===== src/rtl/accumulator_readout.sv =====
// -----------------------------------------------------------------------------
// accumulator_readout
//
// Drains 16-bit signed event-sum words from the accumulator's slow-side
// first-word-fall-through FIFO and serializes them as framed bytes for the
// UART transmitter.
//
// Frame layout:
//   HEADER_BYTE, WORDS_PER_FRAME[7:0], {word[15:8], word[7:0]} x WORDS_PER_FRAME,
//   [checksum]
//
// The checksum is the 8-bit XOR of the count byte and every payload byte.
// The header is not covered. The checksum byte and its state exist only when
// the macro ACC_READOUT_CHECKSUM_EN is defined. The default build has no
// checksum: the frame ends after the last low byte.
//
// Parameters:
//   WORDS_PER_FRAME  words per frame, 1..255. It is also sent as the count byte.
//   HEADER_BYTE      first byte of every frame.
//
// Ports:
//   clk              slow-domain clock, rising edge
//   rst              asynchronous active-high reset
//   dataReadyToRead  FIFO not empty. dataIn is valid while this is high.
//   dataIn[15:0]     FIFO head word (FWFT)
//   dataRead         FIFO read strobe, one-cycle pulse per word consumed
//   txByte[7:0]      byte presented to the transmitter
//   txValid          txByte is valid. It is held until accepted.
//   txReady          transmitter accepts txByte on a rising edge with txValid
//   frameDone        one-cycle pulse after the final byte of a frame is accepted
//   busy             high whenever the block is not IDLE
// -----------------------------------------------------------------------------
module accumulator_readout #(
  parameter int unsigned WORDS_PER_FRAME = 126,
  parameter logic [7:0]  HEADER_BYTE     = 8'hA5
) (
  input  logic        clk,
  input  logic        rst,
  input  logic        dataReadyToRead,
  input  logic [15:0] dataIn,
  output logic        dataRead,
  output logic [7:0]  txByte,
  output logic        txValid,
  input  logic        txReady,
  output logic        frameDone,
  output logic        busy
);

  localparam logic [7:0] COUNT_BYTE = WORDS_PER_FRAME[7:0];
  localparam logic [7:0] LAST_IDX   = COUNT_BYTE - 8'd1;

  typedef enum logic [2:0] {
    ST_IDLE = 3'd0,
    ST_HDR  = 3'd1,
    ST_CNT  = 3'd2,
    ST_LOAD = 3'd3,
    ST_HI   = 3'd4,
    ST_LO   = 3'd5
`ifdef ACC_READOUT_CHECKSUM_EN
    , ST_CSUM = 3'd6
`endif
  } state_t;

  state_t     state_q,      state_d;
  logic [7:0] cnt_q,        cnt_d;
  // Only the low byte of the captured word is needed later. The high byte is
  // sent directly from dataIn in the same edge that captures the word.
  logic [7:0] word_lo_q,    word_lo_d;
  logic       data_read_q,  data_read_d;
  logic [7:0] tx_byte_q,    tx_byte_d;
  logic       tx_valid_q,   tx_valid_d;
  logic       frame_done_q, frame_done_d;
  logic       busy_q,       busy_d;
  logic       accept_s;

`ifdef ACC_READOUT_CHECKSUM_EN
  logic [7:0] csum_q, csum_d;

  // Folds one transmitted byte into the running XOR checksum.
  function automatic logic [7:0] csum_fold(input logic [7:0] acc, input logic [7:0] b);
    return acc ^ b;
  endfunction
`endif

  // A byte leaves on any edge where the registered valid meets txReady.
  assign accept_s = tx_valid_q & txReady;

  // Next-state, datapath and registered-output decode.
  always_comb begin
    state_d      = state_q;
    cnt_d        = cnt_q;
    word_lo_d    = word_lo_q;
    data_read_d  = 1'b0;
    tx_byte_d    = tx_byte_q;
    tx_valid_d   = tx_valid_q;
    frame_done_d = 1'b0;
`ifdef ACC_READOUT_CHECKSUM_EN
    csum_d       = csum_q;
`endif

    case (state_q)
      ST_IDLE: begin
        tx_valid_d = 1'b0;
        if (dataReadyToRead) begin
          state_d    = ST_HDR;
          tx_byte_d  = HEADER_BYTE;
          tx_valid_d = 1'b1;
          cnt_d      = 8'd0;
`ifdef ACC_READOUT_CHECKSUM_EN
          csum_d     = 8'h00;
`endif
        end else begin
          state_d = ST_IDLE;
        end
      end

      ST_HDR: begin
        if (accept_s) begin
          state_d   = ST_CNT;
          tx_byte_d = COUNT_BYTE;
        end else begin
          state_d = ST_HDR;
        end
      end

      ST_CNT: begin
        if (accept_s) begin
          state_d    = ST_LOAD;
          tx_valid_d = 1'b0;
`ifdef ACC_READOUT_CHECKSUM_EN
          csum_d     = csum_fold(csum_q, tx_byte_q);
`endif
        end else begin
          state_d = ST_CNT;
        end
      end

      ST_LOAD: begin
        tx_valid_d = 1'b0;
        if (dataReadyToRead) begin
          // The strobe is registered, so the FIFO pops at the end of HI's
          // first cycle. The next head word is then ready before LOAD returns.
          state_d     = ST_HI;
          word_lo_d   = dataIn[7:0];
          tx_byte_d   = dataIn[15:8];
          tx_valid_d  = 1'b1;
          data_read_d = 1'b1;
        end else begin
          state_d = ST_LOAD;
        end
      end

      ST_HI: begin
        if (accept_s) begin
          state_d   = ST_LO;
          tx_byte_d = word_lo_q;
`ifdef ACC_READOUT_CHECKSUM_EN
          csum_d    = csum_fold(csum_q, tx_byte_q);
`endif
        end else begin
          state_d = ST_HI;
        end
      end

      ST_LO: begin
        if (accept_s) begin
`ifdef ACC_READOUT_CHECKSUM_EN
          csum_d = csum_fold(csum_q, tx_byte_q);
`endif
          if (cnt_q == LAST_IDX) begin
`ifdef ACC_READOUT_CHECKSUM_EN
            // The checksum byte is the fold of the last low byte. It is
            // presented back-to-back, so txValid stays high.
            state_d   = ST_CSUM;
            tx_byte_d = csum_fold(csum_q, tx_byte_q);
`else
            state_d      = ST_IDLE;
            tx_valid_d   = 1'b0;
            frame_done_d = 1'b1;
`endif
          end else begin
            state_d    = ST_LOAD;
            tx_valid_d = 1'b0;
            cnt_d      = cnt_q + 8'd1;
          end
        end else begin
          state_d = ST_LO;
        end
      end

`ifdef ACC_READOUT_CHECKSUM_EN
      ST_CSUM: begin
        if (accept_s) begin
          state_d      = ST_IDLE;
          tx_valid_d   = 1'b0;
          frame_done_d = 1'b1;
        end else begin
          state_d = ST_CSUM;
        end
      end
`endif

      default: begin
        // An unreachable encoding recovers to IDLE with nothing presented.
        state_d    = ST_IDLE;
        tx_valid_d = 1'b0;
      end
    endcase

    busy_d = (state_d != ST_IDLE);
  end

  // State, datapath and output registers.
  always_ff @(posedge clk or posedge rst) begin
    if (rst) begin
      state_q      <= ST_IDLE;
      cnt_q        <= 8'd0;
      word_lo_q    <= 8'h00;
      data_read_q  <= 1'b0;
      tx_byte_q    <= 8'h00;
      tx_valid_q   <= 1'b0;
      frame_done_q <= 1'b0;
      busy_q       <= 1'b0;
`ifdef ACC_READOUT_CHECKSUM_EN
      csum_q       <= 8'h00;
`endif
    end else begin
      state_q      <= state_d;
      cnt_q        <= cnt_d;
      word_lo_q    <= word_lo_d;
      data_read_q  <= data_read_d;
      tx_byte_q    <= tx_byte_d;
      tx_valid_q   <= tx_valid_d;
      frame_done_q <= frame_done_d;
      busy_q       <= busy_d;
`ifdef ACC_READOUT_CHECKSUM_EN
      csum_q       <= csum_d;
`endif
    end
  end

  assign dataRead  = data_read_q;
  assign txByte    = tx_byte_q;
  assign txValid   = tx_valid_q;
  assign frameDone = frame_done_q;
  assign busy      = busy_q;

endmodule

===== config.mk =====
export PLATFORM = sky130hd
export DESIGN_NAME = accumulator_readout
export DESIGN_NICKNAME = d
export VERILOG_FILES = /design/src/rtl/accumulator_readout.sv
export SDC_FILE = /design/constraint.sdc
export NUM_CORES = 1
export LEC_CHECK = 0
export CORE_MARGIN = 4
export CORE_UTILIZATION = 54
export CTS_CLUSTER_SIZE = 10
export DETAILED_ROUTE_END_ITERATION = 7
export GPL_TIMING_DRIVEN = 0
export PLACE_DENSITY = 0.83
export SYNTH_ARGS = -nofsm -noshare
export SYNTH_HDL_FRONTEND = slang
export SYNTH_SLANG_ARGS = --single-unit

===== constraint.sdc =====
create_clock -name clk -period 2.7 [get_ports clk]
set_input_delay 0.27 -clock clk [delete_from_list [all_inputs] [get_ports clk]]
set_output_delay 0.27 -clock clk [all_outputs]
set_load 0.05 [all_outputs]

==> impl_metrics.yaml <==
die:
  chipWidth_um: 62.4
  core-area_mm2: 0.00278
  ios: 32
  die_area_mm2: 0.00389
  rows: 19
  start_util_pct: 57.4
  dieHeight_um: 62.4
worst_hold_path:
  hold-path-cell-count: 2
  hold_class: "input port to flop"
detailed_routing:
  drc: 0
  vias_per_cell: 5.91
  drt_wl_total_mm: 3.32
  drtPass1Iterations: 4
  vias: 1317
  routedWlPerCell_um: 14.9
  ant_nets: 0
  drt-initial-drc-count: 68
logic_synthesis:
  synthXorXnorAreaFrac_pct: 0.548
  synth_top_cell_area_share_pct: 48.6
  syn_avg_cell_area_um2: 10.4
  seq_area_frac_synth_pct: 48.6
  ys_warn_count: 0
  synth_adder_area_share_pct: 1.57
  synth.distinct_cells: 36
  synth_area_leaders: "dfrtp_1 (49%), mux2_2 (9.9%), o21ai_0 (4.4%)"
  yosys.area_share.simple_pct: 15.6
  synth_seq_cells: 31
  synth_compound_area_share_pct: 14.6
  synth_top_family_by_area: "simple AND/OR/NAND/NOR gates"
  syn-cell-area_mm2: 0.00160
  yosysTopAreaCell: "dfrtp_1"
  synthesis.nets: 176
  yosys-mux-area-fraction_pct: 13.6
  syn_inst: 154
cells_and_area:
  layout.nets: 213
  area_growth_pct: 25.8
  insertedDiodeCount: 0
  stdcell_area_mm2: 0.00201
  drive_gt1_share_pct: 16.7
global_routing:
  grt_pass1_wl_mm: 5.94
  gr-total-overflow: 0
  antenna_found_initial: 0
  groute.usage.overall_pct: 18.8
  grt_pass1_vias: 1365
  grt_max_degree: 32
clock_tree:
  numClockSinks: 31
  clk_latency_ns: 0.34
  cts-root-buf: "clkbuf_4"
  cts_hold_buf: 0
  post_cts_buffers: 0
  htreeDepth: 2
  clk_pin_slew_worst_paths_ns: 0.11
  cts_buffers: 5
  cts_buffer_depth: 2
  cts_tree: "yes"
  cts-resized-gates: 0
worst_setup_path:
  slowest_stage: "or4_1"
  required_ns: 2.96
  critPathKind: "flop to flop"
  arrival_ns: 2.20
  crit_fanout: 8
  worstRegToRegCells: 5
  startpoint_type: "flop"
  path_cells: "ha_1, nor2b_1, a311o_1, or4_1, a21oi_1"
  critPathMaxStageDelay_ns: 0.49
  end_kind: "flop"
sta:
  rsz0062_at_grt: "false"
  timing_worst_slew_pin_value_ns: 1.12
  slew_viol_final: 0
  hold_viol: 0
  slew_headroom_pct: 25.0
  setup-violations-final: 0
  fin_crit_sh_pct: 72.0
  fin_tns_setup_ns: 0
  fmax_mhz: 514
  min_period_ns: 1.94
  final.setup_skew_ns: 0.0105
power_and_ir_drop:
  total_leakage_power_nw: 0.921
  seq_power_share_pct: 56.2
  internal_power_w: 0.000640
  p_per_area_mw_per_mm2: 411
  p_total_w: 0.000825
  clkPwrFrac_pct: 39.0
  swShare_pct: 22.4
  switchingPower_w: 0.000185
  ir_drop_v: 0.000375
  power_frac_comb_pct: 4.8
place:
  hpwl_mm: 2.48
  placedInstanceArea_mm2: 0.00194
  io_buffers: 30
  gp_congestion: 0.868
run_status:
  outcome: "completed"
flow_run:
  maxCapViolations: 0
-- metal layers --
layer | share of wire, % | track usage, % | up-vias
li1 | - | - | 622
met1 | 46 | 23.5 | 643
met2 | 47 | 29.9 | 44
met3 | 4.8 | 6.47 | 8
met4 | 2.2 | 7.16 | 0
met5 | 0 | 0 | -
-- area by class of cell --
| cell class | instances | area [µm²] |
|---|---|---|
| inverters | 12 | 45.0 |
| flip-flops and latches | 31 | 776 |
| well taps | 31 | 38.8 |
| multi-input cells | 103 | 734 |
| plain buffers | 8 | 42.5 |
| clock inverters | 1 | 7.51 |
| fillers | 196 | 772 |
| repair buffers | 30 | 300 |
| clock buffers | 7 | 65.1 |
-- final timing paths --
check,slack (ns),to,startpoint
max,0.76,cnt_q[6],cnt_q[0]
min,0.42,txValid,dataReadyToRead
max reg2reg,0.76,cnt_q[6],cnt_q[0]
min reg2reg,0.52,txByte[7],txByte[7]
max in group asynchronous,1.51,dataRead,rst
min in group asynchronous,0.51,txByte[3],rst
-- layout by cell type, fill, tap and decap left out, drive strengths merged, types with 2 or more instances in the layout --
master,netlist,layout
clkdlybuf4s50,0,30
nand2,16,16
dfrtp,31,31
and3,4,4
o31ai,2,2
nand3,2,2
or3,2,2
ha,2,2
mux2i,6,6
o21ai,14,14
nor2b,3,3
clkbuf,3,10
inv,12,12
buf,5,5
or3b,2,2
mux2,14,14
a21oi,9,9
o22ai,2,2
or4,4,4
nor2,4,4
nand4,3,3
-- cells by family after synthesis --
| group | Yosys count |
|---|---|
| flops | 31 |
| compound gates | 36 |
| fa+ha+maj | 2 |
| simple gates | 44 |
| xor+xnor | 1 |
| mux | 20 |
| buf+inv | 20 |
-- cell usage after synthesis --
master    number
a32o_1         1
or3b_2         2
o211ai_1       1
nand2_1       16
dfrtp_1       31
a211o_1        1
buf_2          4
nand2b_4       1
inv_1         12
a21o_1         1
o221ai_1       1
clkbuf_1       3
o311ai_0       1
o21ai_0       14
nand4_1        3
nor2_4         1
a31oi_4        1
a311o_1        1
o31ai_1        2
ha_1           2
and3_1         4
mux2_2        14
buf_6          1
and2_1         1
nor2_1         3
nor2b_1        3
nor3_1         1
a21oi_1        9
xnor2_1        1
nor4b_1        1
a311oi_1       1
o22ai_1        2
mux2i_1        6
or4_1          4
nand3_1        2
or3_1          2
-- power groups by stage --
stage	Combinational (W)	Sequential [W]	Clock [W]
finish	0.0000393	0.000464	0.000322
global placement	0.0000392	0.000473	0
CTS	0.0000401	0.000464	0.000322
floorplan	0.0000102	0.000473	0
detailed placement	0.0000401	0.000473	0
global route	0.0000430	0.000464	0.000352
-- per-stage QoR --
stage          util (%)  instances  setup slack (ns)  hold WS (ns)
3_5_place_dp       69.6        215             0.693         0.498
6_report           72.2        223             0.756         0.421
2_1_floorplan         -        154             0.895         0.374
4_1_cts            72.2        223             0.765         0.409
5_1_grt            72.2        223             0.656         0.433
3_3_place_gp       69.6        215             0.697         0.487
-- state kept, by name (all words and copies together) (netlist names) --
signal and cells:
txByte 8, frameDone 1, word_lo_q 8, txValid 1
busy 1, cnt_q 8, state_q 3, dataRead 1
-- worst max-delay path, delay by kind of cell, from the launching register on --
family / cells / cell delay (ns)
AO/OA/AOI/OAI: 2 / 0.58
AND/OR/NAND/NOR: 2 / 0.63
flip-flops: 1 / 0.45
adder cells (fa/ha/maj): 1 / 0.21
Power figures use the tool's default switching activity.
==> RTL edit 1, RTL diff (same flow settings) <==
Add a define of `ACC_READOUT_CHECKSUM_EN`.
--- a/src/rtl/accumulator_readout.sv
+++ b/src/rtl/accumulator_readout.sv
@@ -32,2 +32,4 @@
 // -----------------------------------------------------------------------------
+`define ACC_READOUT_CHECKSUM_EN
+
 module accumulator_readout #(
Formal check against the unedited RTL: no difference found for any inputs over 10 cycles, from zero or initial values and one cycle with rst high; that may be too few to reach the edited logic, so the function may still have changed.
==> RTL edit 1 against the unedited design <==
  * First-iteration DRC count increased to 3.0 times the old value
  * Sequential cell count increased by 8
  * Sequential power increased by 110%
  * Worst setup slack improved by 19 ps
  * Via count increased by 43%
  * Wire length increased by 53%
  * Total power increased to 3.5 times the old value
  * Design area increased by 29%
  * Clock power increased by 50%
  * Cell count increased by 46%
  * Synthesized area increased by 33%
  * Critical endpoint is now csum_q[4]
==> RTL edit 1: results (changes against the unedited design) <==
- Status: finished, final reports clean (unchanged)
- Switching Power: 1.28 mW (was 185 uW)
- Final non-clock buffer share: 13.9% (was 17.1%)
- GRT Resource Usage Total: 20.8% (was 18.8%)
- # fillers: 339 (was 196)
- Fin Hold WS: 304 ps (was 421 ps)
- Maximum vdd drop: 0.558 mV (was 0.375 mV)
- Synth area leaders: dfrtp_1, nand2_1, o21ai_0 (was dfrtp_1, mux2_2, o21ai_0)
- Nets: 299 (was 213)
- Placer Congestion: 0.865 (was 0.868)
- Pre-antenna DRT Iters: 5 (was 4)
- Clock-cell share: 4.33% (was 3.61%)
- DR iter-0 viols: 204 (was 68)
- Placed insts: 318 (was 215)
- Seq area share: 37.5% (was 38.6%)
- Mux cell area share after synthesis: 0.471% (was 13.6%)
- Post-synthesis compound-gate area fraction: 22.6% (was 14.6%)
- Hold path cells: 3 (was 2)
- Crit path max fanout: 10 (was 8)
- HPWL after DPL: 3580 um (was 2480 um)
- Post-Syn Area per Cell: 8.86 um^2 (was 10.4 um^2)
- XOR/XNOR Fraction of Synth Area: 2.47% (was 0.548%)
- Leakage Power: 1.12 nW (was 0.921 nW)
- Fraction of area in multi-input gates: 41.2% (was 36.6%)
- Delay of the slowest critical-path stage: 410 ps (was 490 ps)
- First-pass GRT wire length: 8360 um (was 5940 um)
- Adder-cell share of the synthesized area: 1.18% (was 1.57%)
- Reg2Reg Setup Slack: 770 ps (was 760 ps)
- Clk. pwr: 484 uW (was 322 uW)
- Fin cells: 326 (was 223)
- Post-synth cell types: 46 (was 36)
- Clock slew at reported path FFs: 80 ps (was 110 ps)
- Logic inverters: 5 (was 12)
- Seq cells post-synth: 39 (was 31)
- Mapped Nets: 262 (was 176)
-- RTL edit 1: cell count changes after synthesis, moves of 6 or more --
cell and delta:
nand2_1 +23, nor2_1 +18, mux2_2 -14, o21ai_0 +13
a21oi_1 +10, nor3b_1 +9, dfrtp_1 +8, inv_1 -8
a21o_1 +7, nand2b_1 +6
-- RTL edit 1: layer usage --
layer  share of wire, %  track usage (%)
met1                 46             25.9
met2                 49             36.3
met3                4.2             4.26
met4                1.5             6.68
met5                  0                0
-- RTL edit 1: how the worst max path moves through the flow --
stage,end,slack (ps),depth (start not counted)
floorplan,cnt_q[5],920,6
global placement,csum_q[1],640,7
detailed placement,csum_q[4],590,7
CTS,csum_q[4],780,6
global route,csum_q[4],620,6
finish,csum_q[4],770,6
-- RTL edit 1: stage by stage --
stage	instance area, um^2	power [mW]
floorplan	2130	1.98
global placement	2490	2.35
detailed placement	2490	2.39
CTS	2600	2.88
global route	2600	3.08
finish	2600	2.88
==> RTL edit 2, RTL diff (config.mk and constraints unchanged) <==
Without the edit above. `word_lo_q` and `tx_byte_q` no longer have a reset.
--- a/src/rtl/accumulator_readout.sv
+++ b/src/rtl/accumulator_readout.sv
@@ -217,5 +217,3 @@
       cnt_q        <= 8'd0;
-      word_lo_q    <= 8'h00;
       data_read_q  <= 1'b0;
-      tx_byte_q    <= 8'h00;
       tx_valid_q   <= 1'b0;
@@ -229,5 +227,3 @@
       cnt_q        <= cnt_d;
-      word_lo_q    <= word_lo_d;
       data_read_q  <= data_read_d;
-      tx_byte_q    <= tx_byte_d;
       tx_valid_q   <= tx_valid_d;
@@ -239,2 +235,7 @@
     end
+  end
+
+  always_ff @(posedge clk) begin
+    word_lo_q <= word_lo_d;
+    tx_byte_q <= tx_byte_d;
   end
Function: changed (Yosys sat finds a counterexample within 4 cycles, from zero or initial values and one cycle with rst high).
==> RTL edit 2 against the unedited design <==
  * Via count down 7.0%
  * Sequential cell count unchanged
  * Synthesized area fell by 5.4%
  * Wire length increased by 0.39%
  * Highest routed layer unchanged
  * Worst setup slack got worse by 80 ps
  * Cell count decreased by 6.3%
  * Design area decreased by 5.0%
  * Critical endpoint is now txByte[2]
Power is not compared: it rests on default switching activity, and its combinational part moved more than twofold at a synthesized area within 25%.
==> RTL edit 2: results (changes against the unedited design) <==
- Status: finished, final reports clean (unchanged)
- Drt via density: 5.86 (was 5.91)
- Post-CTS setup buffers: 0 (unchanged)
- Mux cell area share after synthesis: 4.64% (was 13.6%)
- Post-synthesis sequential area ratio: 56.6% (was 48.6%)
- WL/cell: 15.9 um (was 14.9 um)
- GRT Resource Usage Total: 21.0% (was 18.8%)
- Root Driver: clkbuf_4 (unchanged)
- CTS max path bufs: 2 (unchanged)
- Critical path data arrival time: 1980 ps (was 2200 ps)
- Largest net degree at the start of global routing: 16 (was 32)
- Initial antenna violation count: 0 (unchanged)
- HPWL after DPL: 2470 um (was 2480 um)
- Inserted Clock Buffers: 5 (unchanged)
- Mapped Nets: 162 (was 176)
- Nets: 200 (was 213)
- Global Route met3 Usage: 6.81% (was 6.47%)
- Port bufs: 31 (was 30)
- Synth warn: 0 (unchanged)
- Slew headroom: 40.2% (was 25.0%)
- Worst-Skew Late Latency: 340 ps (about the same)
- Post-synth cell types: 35 (was 36)
- R2r startpoint: state_q[0] (was cnt_q[0])
- Placer Congestion: 0.908 (was 0.868)
- Crit path max fanout: 8 (unchanged)
- XOR/XNOR Fraction of Synth Area: 0% (was 0.548%)
- Clock slew at reported path FFs: 100 ps
- Post-cts resize count: 0 (unchanged)
- Adder-cell share of the synthesized area: 1.66% (was 1.57%)
- Ys flop type: edfxtp_1 (was dfrtp_1)
- Clock skew: 12.5 ps (was 10.5 ps)
- Worst min path class: input pin to asynchronous set/reset pin (was input pin to flip-flop)
- Leakage Power: between 0.7 and 0.8 nW
- Number of diodes: 0 (unchanged)
- Crit path launch: txReady (was cnt_q[0])
- Grt total ovfl: 0 (unchanged)
- Met2 usage: 35.1% (was 29.9%)
- Pre-antenna DRT Iters: 4 (unchanged)
- Maximum vdd drop: 0.716 mV
- GRT met1 Usage: 25.3% (was 23.5%)
- Pre-CTS setup slack: 350 ps (was 693 ps)
- Post-synthesis compound-gate area fraction: 13.5% (was 14.6%)
- Async set-reset flop share out of synthesis: 48.4% (was 100%)
- DR iter-0 viols: 71 (was 68)
- # fillers: 189 (was 196)
- Number of synthesized flops with an enable pin: 16 (was 0)
- Share of cells above drive strength 1: 10.1% (was 16.7%)
- Post-synth top cells: nand2_1, edfxtp_1, dfrtp_1, o21ai_0 (was dfrtp_1, nand2_1, mux2_2, o21ai_0, inv_1)
- Number of global-route vias before repair: 1172 (was 1365)
- First-pass GRT wire length: 5470 um (was 5940 um)
- Synth area leaders: edfxtp_1, dfrtp_1, nand2_1 (was dfrtp_1, mux2_2, o21ai_0)
- H-tree depth: 2 (unchanged)
RTL edit 2: critical path: stages:
cell             delay (ps)
clkdlybuf4s50_1         560
nand2_1                 180
o21ai_0                 190
a21oi_1                  90
o22ai_1                 700
RTL edit 2: metal layers:
layer	wire length, um	part of all wire [%]
met1	1390	42
met2	1650	49
met3	220	6.6
met4	68	2.0
met5	0	0
RTL edit 2: cell type report:
cell class | count | share of cell area (%)
plain buffers | 6 | 1.97
clock buffers | 7 | 2.36
clock inverters | 1 | 0.262
inverters | 4 | 0.786
multi-input cells | 99 | 31.6
flip-flops and latches | 31 | 44.8
well taps | 30 | 1.97
repair buffers | 31 | 16.3
RTL edit 2: logic make-up after synthesis:
logic type,count (synthesis)
and+or+nand+nor,60
AOI/OAI and AO/OA,30
DFF,31
buffers and inverters,10
muxes,7
adders and majority gates,2
RTL edit 2: power breakdown:
group	internal (mW)	switching [mW]
logic	0.286	0.536
clock network	0.101	0.159
registers	0.631	0.0493
total	1.02	0.744
RTL edit 2: path summary, 6_finish.rpt:
path                           endpoint  slack (ps)  cells after the start
setup / recovery              txByte[2]         680                      5
hold / removal                 cnt_q[3]         270                      2
min in group clk           word_lo_q[1]         490                      1
setup reg to reg              txByte[2]         690                      4
hold reg to reg               txByte[4]         530                      2
max in group asynchronous      dataRead        2050                      2
RTL edit 2: stage by stage:
step           hold WS [ps]  util (%)  instances  power (mW)  cell area [um^2]
2_1_floorplan           171         -        140        1.26              1510
3_3_place_gp            503      72.4        201        1.47              1860
3_5_place_dp            504      72.4        201        1.51              1860
4_1_cts                 297      74.4        209        1.77              1910
5_1_grt                 315      74.4        209        1.86              1910
6_report                270      74.4        209        1.76              1910
